[src/rtl/exception_sequencer.sv]
// rtl/exception_sequencer.sv - overflow/interrupt/ERET exception sequencer for the multi-cycle MIPS CPU
module exception_sequencer #(
    parameter logic [31:0] HANDLER_ADDR = 32'h0000_0080,
    parameter int          DRAIN_CYCLES = 1
) (
    input  logic        clk,
    input  logic        reset,
    input  logic        exc_flag,
    input  logic        exp_write,
    input  logic [31:0] exc_pc,
    input  logic [4:0]  exc_rd,
    input  logic        irq,
    input  logic        instr_boundary,
    input  logic [31:0] next_pc,
    input  logic        eret,
    output logic        kill_wb,
    output logic        busy,
    output logic        redirect,
    output logic [31:0] redirect_pc,
    output logic [31:0] epc,
    output logic [4:0]  cause,
    output logic [4:0]  bad_rd,
    output logic        exl
);

    typedef enum logic [1:0] {
        IDLE     = 2'd0,
        KILL     = 2'd1,
        DRAIN    = 2'd2,
        REDIRECT = 2'd3
    } state_t;

    localparam logic [4:0] CAUSE_OVF  = 5'd12;
    localparam logic [4:0] CAUSE_INT  = 5'd0;
    // Counter preload so that DRAIN lasts exactly DRAIN_CYCLES cycles.
    localparam logic [3:0] DRAIN_LOAD = (DRAIN_CYCLES > 0) ? 4'(DRAIN_CYCLES - 1) : 4'd0;
    localparam state_t     POST_KILL  = (DRAIN_CYCLES > 0) ? DRAIN : REDIRECT;

    state_t     state;
    state_t     state_nx;
    logic [3:0] drain_cnt;
    logic       ret_eret;

    // Event decode; only meaningful in IDLE, priority overflow > interrupt > ERET.
    logic take_ovf;
    logic take_irq;
    logic take_eret;

    assign take_ovf  = (state == IDLE) && exc_flag && exp_write;
    assign take_irq  = (state == IDLE) && irq && instr_boundary && !exl && !take_ovf;
    assign take_eret = (state == IDLE) && eret && instr_boundary && exl && !take_ovf && !take_irq;

    // State register.
    always_ff @(posedge clk or posedge reset) begin
        if (reset) begin
            state <= IDLE;
        end else begin
            state <= state_nx;
        end
    end

    // Next-state decode.
    always_comb begin
        state_nx = state;
        case (state)
            IDLE: begin
                if (take_ovf) begin
                    state_nx = KILL;
                end else if (take_irq) begin
                    state_nx = POST_KILL;
                end else if (take_eret) begin
                    state_nx = REDIRECT;
                end
            end
            KILL:     state_nx = POST_KILL;
            DRAIN:    state_nx = (drain_cnt == 4'd0) ? REDIRECT : DRAIN;
            REDIRECT: state_nx = IDLE;
            default:  state_nx = IDLE;
        endcase
    end

    // Moore outputs decoded from state.
    always_comb begin
        kill_wb  = 1'b0;
        busy     = 1'b0;
        redirect = 1'b0;
        case (state)
            KILL: begin
                kill_wb = 1'b1;
                busy    = 1'b1;
            end
            DRAIN: begin
                busy = 1'b1;
            end
            REDIRECT: begin
                busy     = 1'b1;
                redirect = 1'b1;
            end
            default: ;
        endcase
    end

    // Drain counter: preload on entry to DRAIN, count down while in it.
    always_ff @(posedge clk or posedge reset) begin
        if (reset) begin
            drain_cnt <= 4'd0;
        end else if ((state_nx == DRAIN) && (state != DRAIN)) begin
            drain_cnt <= DRAIN_LOAD;
        end else if ((state == DRAIN) && (drain_cnt != 4'd0)) begin
            drain_cnt <= drain_cnt - 4'd1;
        end
    end

    // Architectural registers: captured on event entry, exl resolved on redirect exit.
    always_ff @(posedge clk or posedge reset) begin
        if (reset) begin
            epc         <= 32'd0;
            cause       <= 5'd0;
            bad_rd      <= 5'd0;
            exl         <= 1'b0;
            redirect_pc <= 32'd0;
            ret_eret    <= 1'b0;
        end else begin
            if (take_ovf) begin
                bad_rd      <= exc_rd;
                cause       <= CAUSE_OVF;
                redirect_pc <= HANDLER_ADDR;
                ret_eret    <= 1'b0;
                // A fault inside the handler must not clobber the original return address.
                if (!exl) begin
                    epc <= exc_pc;
                end
            end else if (take_irq) begin
                epc         <= next_pc;
                cause       <= CAUSE_INT;
                redirect_pc <= HANDLER_ADDR;
                ret_eret    <= 1'b0;
            end else if (take_eret) begin
                redirect_pc <= epc;
                ret_eret    <= 1'b1;
            end
            if (state == REDIRECT) begin
                exl <= !ret_eret;
            end
        end
    end

endmodule

[config.mk]
export PLATFORM = sky130hd
export DESIGN_NAME = exception_sequencer
export DESIGN_NICKNAME = d
export VERILOG_FILES = /design/src/rtl/exception_sequencer.sv
export SDC_FILE = /design/constraint.sdc
export NUM_CORES = 1
export LEC_CHECK = 0
export CAP_MARGIN = 20
export CELL_PAD_IN_SITES_DETAIL_PLACEMENT = 1
export CELL_PAD_IN_SITES_GLOBAL_PLACEMENT = 1
export CORE_MARGIN = 2
export CORE_UTILIZATION = 31
export CTS_CLUSTER_DIAMETER = 200
export DETAILED_ROUTE_END_ITERATION = 6
export GPL_TIMING_DRIVEN = 0
export PLACE_DENSITY = 0.84
export SLEW_MARGIN = 25
export SYNTH_ARGS = -nofsm -noshare
export SYNTH_HDL_FRONTEND = slang
export SYNTH_SLANG_ARGS = --single-unit
[constraint.sdc]
create_clock -name clk -period 3.1 [get_ports clk]
set_input_delay 0.62 -clock clk [delete_from_list [all_inputs] [get_ports clk]]
set_output_delay 0.62 -clock clk [all_outputs]
set_load 0.05 [all_outputs]
## Word-level counts from Yosys, hierarchy flattened

Index checks and enable logic that the tools add are counted.
Widths: inputs -> output; s select.

- Register bits: 82
- Input port bits: 76
- Output and inout port bits: 78
- Word-level logic and storage cells: 61

- $add $sub $neg: 1
- Eq/ne operators: 6
- Muxes and demuxes: 21
- Reduce and logical (&&, ||, !) cells: 25

Operators with widths:

| operator | number |
|---|---|
| $mux 32 | 6 |
| $logic_and 1x1->1 | 13 |
| $mux 5 | 2 |
| $mux 4 | 2 |
| $pmux 2 s4 | 1 |
| $mux 1 | 7 |
| $eq 2x2->1 const B | 3 |
| $mux 2 | 3 |
| $logic_not 1->1 | 4 |
| $logic_not 4->1 | 1 |
| $ne 2x2->1 const B | 2 |
| $reduce_bool 2->1 | 2 |
| $reduce_bool 4->1 | 1 |
| $sub 4x1->4 const B | 1 |
| $reduce_bool 3->1 | 1 |
| $reduce_or 3->1 | 1 |
| $eq 2x1->1 const B | 1 |
| $logic_not 2->1 | 1 |
| $reduce_and 2->1 | 1 |

## Depth between registers and ports, before layout

Gate-level depths: netlist of the first run.

- Word-level depth: 14
- Depth in mapped cells: 7
- Depth with buffers taken out: 6

## Least setup slack after synthesis of the first run

Ideal clock, no wire load.

- Kind: reg-to-reg
- From: reg state[1]
- To: reg redirect_pc[0]
- Library setup time: 0.121 ns
- Arrival: 1.726 ns
- Required time: 2.979 ns
- Setup slack: 1.253 ns
- Cell stages (with the launch flop): 8
- Path buffers: 1
- Period minus slack after synthesis: 1.847 ns
- Path through: dfrtp_1 > inv_1 > ha_1 > inv_1 > a21oi_4 > nor2_4 > buf_6 > a22o_1

- Word-level cells in the longest chain between the ends: 8
- Elaborated cells on any way between the ends: 17
- Classes of those cells: mux (2); reduce/logical (15)

Ends and longest elaborated chain:

| element | RTL line | source |
|---|---|---|
| start, declared | 39 | `state_t state;` |
| start signal, assigned | 58 | `state <= state_nx;` |
| $logic_not 2->1 (*) | 49, 50, 51 |  |
| $logic_and 1x1->1, on equally long branches (2 in a row) | 50, 49 |  |
| $logic_and 1x1->1 or $logic_not 1->1 (tied branches) | 50, 51 |  |
| $logic_and 1x1->1 | 50 | `assign take_irq = (state == IDLE) && irq && instr_boundary && !exl && !take_ovf;` |
| $logic_not 1->1 | 51 | `assign take_eret = (state == IDLE) && eret && instr_boundary && exl && !take_ovf && !take_irq;` |
| $logic_and 1x1->1 | 51 |  |
| $reduce_bool 3->1 (no line) | n/a |  |
| end signal, assigned | 139 | `redirect_pc <= epc;` |
| end, declared | 19 | `output logic [31:0] redirect_pc,` |

Every way passes the cells marked *; elsewhere a longest branch is shown, timed or not.
A chain may end at the register's enable or synchronous reset.

## Worst setup path in the final report of the first run

- From: reg state[0]
- To: out busy

- Word-level cells in the longest chain between the ends: 3
- Elaborated cells on any way between the ends: 5
- Classes of those cells: eq/ne (3); mux (1); reduce/logical (1)

Ends and longest elaborated chain:

| element | RTL line | source |
|---|---|---|
| $eq 2x2->1 or $eq 2x1->1 (tied branches) | 87 | `case (state)` |
| $reduce_or 3->1 (no line) (*) | n/a |  |
| $mux 1 (*) | 87 |  |
| end, declared | 17 | `output logic busy,` |

Marks and branches as above.

==> flow_results.org, run 1 <==
** Final layout
- Compared with the post-synthesis result, the final layout area differs by 56.32%.
- Fraction of final layout cells sized beyond drive strength 1 :: roughly a tenth
- Excluding fillers, the count of instances in the completed layout stands at 602.
- At the end of the flow the core is filled with cells to 49.58%.
- Top library cells by usage in the layout, fill and taps aside :: clkdlybuf4s50_1, dfrtp_1, a21oi_1, mux2i_1, nor2_1
- Total inserted antenna cells :: 0
- The net count of the finished layout is between 500 and 600.
- The library cell used most frequently in the layout, excluding fill and tap cells, is clkdlybuf4s50_1.
- Post-route cell area :: between 5000 and 6000 sq um

** Power
- Fraction of power spent switching nets :: 48.78%
- Fraction of power consumed by the clock network :: 13.9%
- Share of power burned in registers :: between 20% and 30%
- Design internal power :: ~3 mW
- In this run the power spent charging and discharging nets is just under 3 mW.
- In this run the static leakage power is roughly 2.5 nW.
- Total power density per cell area :: 1117 nW/um^2
- VDD sags by at most 0.5763 mV.
- Combinational cells account for a little under three fifths of the total power.

** Synthesis
- In this run, distinct cell masters in the synthesized netlist total 35.
- Register bit count reported by yosys :: about 80
- For this run, the register share of the synthesized area comes to 57.02%.
- Syn Std Cell Area :: around 3400 sq um
- Average size of a mapped cell :: ~12 sq um
- Count of mapped cells out of synthesis :: roughly 290
- Ys Warns :: 0

** Worst hold path
- The min-delay analysis places its worst path in the category reg -> reg.
- Worst Min Path Start :: ret_eret
- The path with the worst hold slack has its endpoint at exl.
- Instance count along the most critical hold path :: 1

** Place
- IO Port Bufs :: 150
- Final GP Congestion :: between 0.7 and 0.8
- The placed instances occupy a cell area of about 5100 sq um.
- Final HPWL from detailed placement :: about 8.3 mm
- Post-placement cell count :: a little under 600

** CTS
- Count of instances resized after the clock tree is built :: 0
- Number of hold buffers added after cts :: 0
- Number of clock buffers inserted by TritonCTS :: 9
- Number of H-tree branching levels :: 3
- Clock input transition at the sequential cells of the worst setup and hold paths :: about 0.080 ns
- The clock net in this run drives a total of 78 sinks.
- Insertion delay to the later sink of the worst-skew pair :: ~0.34 ns
- Bufs on Longest Clock Path :: 2
- TritonCTS clock tree :: yes
- The root buffer cell chosen for the clock tree is clkbuf_8.
- Setup fix buffers added after clock tree synthesis :: 0

** Timing
- TNS Setup :: 0 ns
- Timing would allow up to about 0.36 GHz.
- RSZ-0062 raised after global routing :: no
- Final setup skew :: approximately 0.011 ns
- At the pin with the least slew margin, the transition time is roughly 0.54 ns.
- The number of hold-slack violations in the final timing report was 0.
- The count of final max-slew check failures was 0.
- Headroom to the max-slew limit came out at 63.67%.
- Minimum hold slack :: ~0.45 ns
- Final critical delay including setup and external delays :: 2.776 ns
- Final critical-path share of the clock period :: between 80% and 90%
- Setup violations remaining at the end of the flow were counted as 0.

** Setup path
- Critical path's most frequent cell :: inv_1
- The signal on the critical path passes through inv_1 -> ha_1 -> inv_1 -> clkdlybuf4s50_1.
- Across all register-to-register paths, the minimum setup slack is roughly 1.0 ns.
- Startpoint kind of the worst setup timing path :: flop
- Max stage delay cell, worst path :: clkdlybuf4s50_1
- Data arrival, critical path :: roughly 2.2 ns
- In this run the worst path has a maximum fanout of 6.
- Worst setup path class :: reg -> out
- The worst setup path is captured at an output port.
- In this run the critical register-to-register path is captured at epc[7].
- Worst flop-to-flop path startpoint :: state[1]
- For this run, the slowest stage of the critical path takes between 0.8 and 0.9 ns.
- At the worst endpoint, the required time is around 2.5 ns.
- Worst Reg-to-Reg Cells :: 7

** Route
- Number of nets with antenna violations after routing :: 0
- Total routed wirelength :: ~11 mm
- Final routed DRC violation total :: 0
- Vias :: around 2900
- Via-per-instance ratio :: 4.867
- Detailed-routing iteration count for the pre-antenna-repair pass :: 4
- Detailed-route wire length per cell :: approximately 18 um
- For this block, the initial DRC count from the detailed router was 60.

** Global routing
- Across every metal layer, demand over resource in global routing totals approximately a fifth.
- The number of antenna violations at the first check in global routing is 0.
- The first global-routing pass estimated 17.04 mm of wire.
- The number of global-route vias before repair was roughly 3300.
- Entering global routing, the biggest net connects 45 pins.
- Global route total overflow :: 0

** Floorplan
- Total I/O pin count :: 154
- Die H :: between 100 and 150 um
- Die Span X :: between 100 and 150 um
- Initial cell density of the core :: between 30% and 40%
- The core region is about 11000 sq um.
- Area enclosed by the die boundary :: 11900 sq um
- Number of cell rows :: 38

** Run status
- The flow ran to the end, and the final reports show no timing, DRC or antenna violations.

** Run
- Max-cap violations in this run came to 0.
power groups by stage:
stage	registers, mW	clock network (mW)	logic, mW
5_1_grt	1.80	0.906	3.58
3_3_place_gp	1.74	0	3.35
2_1_floorplan	3.06	0	0.881
4_1_cts	1.75	0.854	3.44
3_5_place_dp	1.76	0	3.43
6_report	1.74	0.834	3.40
cell usage after synthesis:
cell type | n | area, sq um
dfrtp_1 | 78 | 1952
a21oi_1 | 43 | 215.2
mux2i_1 | 33 | 330.3
nor2_1 | 33 | 123.9
a22o_1 | 28 | 245.2
buf_2 | 11 | 55.05
nand2_1 | 11 | 41.29
inv_1 | 9 | 33.78
buf_4 | 6 | 45.04
ha_1 | 6 | 75.07
mux2_2 | 6 | 67.56
a21oi_4 | 2 | 32.53
buf_6 | 2 | 22.52
nand2b_1 | 2 | 12.51
nor3_1 | 2 | 10.01
o21ai_0 | 2 | 10.01
a21o_1 | 1 | 7.510
a311oi_2 | 1 | 15.01
a31oi_1 | 1 | 6.260
a41o_1 | 1 | 10.01
and3_1 | 1 | 6.260
conb_1 | 1 | 3.750
nand3_1 | 1 | 5.000
nand3_2 | 1 | 10.01
nand3b_1 | 1 | 7.510
nand4_1 | 1 | 6.260
nor2_2 | 1 | 6.260
nor2_4 | 1 | 11.26
nor2b_1 | 1 | 6.260
nor3b_1 | 1 | 7.510
o211ai_1 | 1 | 7.510
o21bai_1 | 1 | 7.510
or4b_1 | 1 | 10.01
xnor2_1 | 1 | 8.760
xor2_1 | 1 | 8.760
worst max-delay path: cells and delay by family, from the launching register on:
kind | cells | cell delay (ns)
buffers and inverters | 3 | 1.09
adder cells (fa/ha/maj) | 1 | 0.30
flip-flops | 1 | 0.43
final cells by class:
type | count | area, sq um
fillers | 1163 | 5441
flip-flops and latches | 78 | 1952
repair buffers | 151 | 1529
multi-input cells | 189 | 1323
well taps | 140 | 175.2
clock buffers | 10 | 127.6
plain buffers | 19 | 122.6
clock inverters | 6 | 86.33
inverters | 9 | 36.28
metal layers:
metal	wire [um]	track usage, %
met1	4441	22.50
met2	5632	33.27
met3	658	4.961
met4	102	5.586
met5	0	0
state kept, by name, summed over array words and instances, names as in the netlist:
name	count
epc	32
redirect_pc	32
bad_rd	5
drain_cnt	4
state	2
cause	1
exl	1
ret_eret	1
stage by stage:
stage               total power [mW]  setup slack (ns)
floorplan                      3.938            0.4850
global placement               5.089           -0.8167
detailed placement             5.192            0.6821
CTS                            6.043            0.2868
global route                   6.292            0.1978
finish                         5.979            0.3235
worst max path at each step:
stage                   from   endpoint
detailed placement  state[0]       busy
floorplan              reset  bad_rd[0]
global placement       reset    epc[17]
global route        state[0]       busy
finish              state[0]       busy
CTS                 state[0]       busy
cells by family after synthesis:
logic type | after synthesis | synth area share (%)
AOI/OAI and AO/OA | 81 | 16.27
xor gates and xnor gates | 2 | 0.5118
adders and majority gates | 6 | 2.193
buffers and inverters | 28 | 4.568
DFF | 78 | 57.02
muxes | 39 | 11.62
other | 1 | 0.1095
and+or+nand+nor | 58 | 7.712
No activity file was read; power rests on OpenSTA's default activity.
==> inputs of run 2 (changes only) <==
--- a/config.mk
+++ b/config.mk
@@ -9,11 +9,11 @@
 export CELL_PAD_IN_SITES_DETAIL_PLACEMENT = 1
 export CELL_PAD_IN_SITES_GLOBAL_PLACEMENT = 1
 export CORE_MARGIN = 2
-export CORE_UTILIZATION = 31
+export CORE_UTILIZATION = 28
 export CTS_CLUSTER_DIAMETER = 200
 export DETAILED_ROUTE_END_ITERATION = 6
 export GPL_TIMING_DRIVEN = 0
-export PLACE_DENSITY = 0.84
+export PLACE_DENSITY = 0.81
 export SLEW_MARGIN = 25
 export SYNTH_ARGS = -nofsm -noshare
 export SYNTH_HDL_FRONTEND = slang
==> constraint.sdc (replaced) <==
create_clock -name clk -period 2.4 [get_ports clk]
set_input_delay 0.48 -clock clk [delete_from_list [all_inputs] [get_ports clk]]
set_output_delay 0.48 -clock clk [all_outputs]
set_load 0.05 [all_outputs]
==> run 2 against run 1 <==
Net effect:
- register-to-register slack worse by 0.69 ns
- die area up 10%
- global-route usage down 1.8 points
- count of clock-buffer cells in the layout unchanged
- clock power up 69%
- combinational power up 29%
- routed wire length up 2.0%
- via count up 0.65%
- worst setup slack worse by 0.19 ns
- critical path type unchanged
- critical endpoint is now redirect
- largest cell class unchanged
==> flow_results.org, run 2 (synthesized netlist as in run 1, its figures left out) <==
** Place
- At the end of routability-driven placement, the weighted congestion stood at between 0.7 and 0.8.
- Area after detailed placement :: between 5000 and 6000 sq um
- IO Port Bufs :: 150
- Once placement completed, the tool counted placed cells totaling ~600.
- Final HPWL from detailed placement :: between 8 and 9 mm

** Final layout
- Compared with the post-synthesis result, the final layout area differs by 59.61%.
- Fraction of final layout cells sized beyond drive strength 1 :: between 10% and 20%
- Post-route non-filler standard cell count :: 610
- After filler insertion, the fill cell instance count of the layout stands at 1277.
- At the end of the flow the core is filled with cells to a little under half.
- 0 antenna diodes ended up in the layout.
- Most common cell after layout, fill and taps aside :: clkdlybuf4s50_1
- In the layout the commonest cells are clkdlybuf4s50_1, dfrtp_1, a21oi_1, mux2i_1, nor2_1.
- Nets :: 540
- Post-route cell area :: 5464 sq um
- The largest registers in the layout are epc (32), redirect_pc (32), bad_rd (5).

** Timing
- Final critical-path share of the clock period :: between 90% and 100%
- Final setup skew :: 0.01051 ns
- Relative max-transition margin :: between 60% and 70%
- Summed over all failing endpoints, the final setup total negative slack is 0 ns.
- The number of hold-slack violations in the final timing report came to 0.
- Setup violations remaining at the end of the flow were counted as 0.
- For the finished layout, the period the worst path requires is 2.264 ns.
- Setup repair after global routing left no endpoint under its margin.
- Final Max Tran Viols :: 0
- Max frequency :: 0.4416 GHz
- At the pin with the least slew margin, the transition time is 0.5414 ns.

** Floorplan
- The die covers about 13000 sq um.
- Core box area :: about 12000 sq um
- The die is roughly 110 um wide.
- Initial cell density of the core :: between 20 and 30%
- approximately 150 I/O pins were placed.
- Number of cell rows :: 40
- In this run the vertical extent of the chip is about 110 um.

** Power
- Fraction of power consumed by the clock network :: 17.4%
- Combinational logic burns 54.5% of the power.
- Switching power :: 3.855 mW
- IR analysis of the VDD net gives a maximum drop of about 0.84 mV.
- In this run switching power makes up 47.82% of total power.
- Design internal power :: between 4 and 5 mW
- Total power for the finished layout comes to around 8 mW.
- Static power due to leakage :: roughly 2.5 nW
- Per report_power, the sequential group accounts for roughly 28% of the total.
- Total power density per cell area :: about 1500 nW/um^2

** CTS
- Clock input transition at the sequential cells of the worst setup and hold paths :: around 0.06 ns
- Setup fix buffers added after clock tree synthesis :: 0
- Count of instances resized after the clock tree is built :: 1
- The clock drives 78 sinks.
- TritonCTS clock tree :: yes
- The H-tree was split into 3 levels.
- The clock passes through at most 2 buffers.
- Buffers inserted during clock tree synthesis total 9.
- Number of hold buffers added after cts :: 0
- Clock tree synthesis selected as its root buffer the cell clkbuf_16.
- The clock reaches the later pin of the worst-skew pair after 0.33 ns.

** Setup path
- Of all nets on the critical path, the largest fanout is 5.
- The worst setup path is captured at an output port.
- Startpoint kind of the worst setup timing path :: flop
- Data arrival, critical path :: 1.78 ns
- For the worst setup path, the data required time is roughly 1.9 ns.
- By startpoint and endpoint, the worst setup path is classified as reg -> out.
- For the worst flop-to-flop path, the logic depth is 7.

** Route
- Number of nets with antenna violations after routing :: 0
- Via-per-instance ratio :: around 4.8
- Detailed-routing iteration count for the pre-antenna-repair pass :: 4
- Dividing the detail-routed wire length by the instance count gives between 15 and 20 um.
- After detailed routing, the number of remaining DRC violations is 0.
- Drt first-iter violations :: 79
- After detailed routing, the total wire length is 11.06 mm.
- Vias :: about 2900

** Global routing
- The number of antenna violations at the first check in global routing was 0.
- Number of global-route vias before repair :: 3263
- For this run the aggregate overflow at the end of global routing stands at 0.
- The first global-routing pass estimated roughly 17 mm of wire.
- Across every metal layer, demand over resource in global routing totals about 17%.
- Entering global routing, the biggest net connects 32 pins.

** Run status
- Run status :: complete, no violations

** Run
- Number of max-capacitance violations reported :: 0

** Worst hold path
- Instance count along the most critical hold path :: 1
- Path class of the lowest-slack min-delay path :: reg -> reg
[run 2: cell count changes in the layout (fill, tap and decap cells not counted), sizes merged]
cell,before,now
bufinv,2,1
dlymetal6s2s,0,1
clkdlybuf4s50,150,148
clkbuf,10,11
inv,9,10
clkinv,3,1
buf,20,21
clkinvlp,1,3
[run 2: power groups by stage]
stage | registers [mW] | clock network [mW] | logic, mW
global placement | 2.25 | 0 | 4.34
finish | 2.26 | 1.41 | 4.40
global route | 2.34 | 1.50 | 4.63
detailed placement | 2.28 | 0 | 4.44
CTS | 2.27 | 1.43 | 4.45
floorplan | 3.95 | 0 | 1.14
[run 2: metal layers]
layer,up-vias,wire length [um],global-route usage (%)
met2,85,5708,30.34
met5,-,0,0
met1,1496,4551,20.95
li1,1358,-,-
met3,10,661,3.970
met4,0,133,4.390
[run 2: path summary, 6_finish.rpt]
path	startpoint	to	slack, ns
min reg2reg	ret_eret	exl	0.45
max in group asynchronous	reset	redirect_pc[31]	1.36
max	state[0]	redirect	0.14
max reg2reg	state[1]	epc[14]	0.33
min	ret_eret	exl	0.45
min in group asynchronous	reset	drain_cnt[2]	0.54
[run 2: critical path, cell delays in order, from the launching register on]
cell	delay, ns
dfrtp_1	0.42
ha_1	0.22
clkdlybuf4s50_1	0.81
[run 2: area by class of cell]
type / count / area [sq um] / share of cell area [%]
Buffer: 19 / 122.6 / 2.244
Sequential cell: 78 / 1952 / 35.72
Multi-Input combinational cell: 189 / 1323 / 24.20
Tap cell: 147 / 183.9 / 3.366
Clock inverter: 6 / 67.56 / 1.237
Clock buffer: 10 / 239.0 / 4.374
Timing Repair Buffer: 152 / 1539 / 28.17
Inverter: 9 / 37.54 / 0.6870
[run 2: per-stage QoR]
step           setup slack [ns]  hold slack, ns
4_1_cts                 0.01635          0.4489
3_3_place_gp            0.09603          0.4343
5_1_grt                 0.05171          0.4694
6_report                 0.1357          0.4470
2_1_floorplan            0.5532          0.4199
3_5_place_dp             0.1193          0.4405
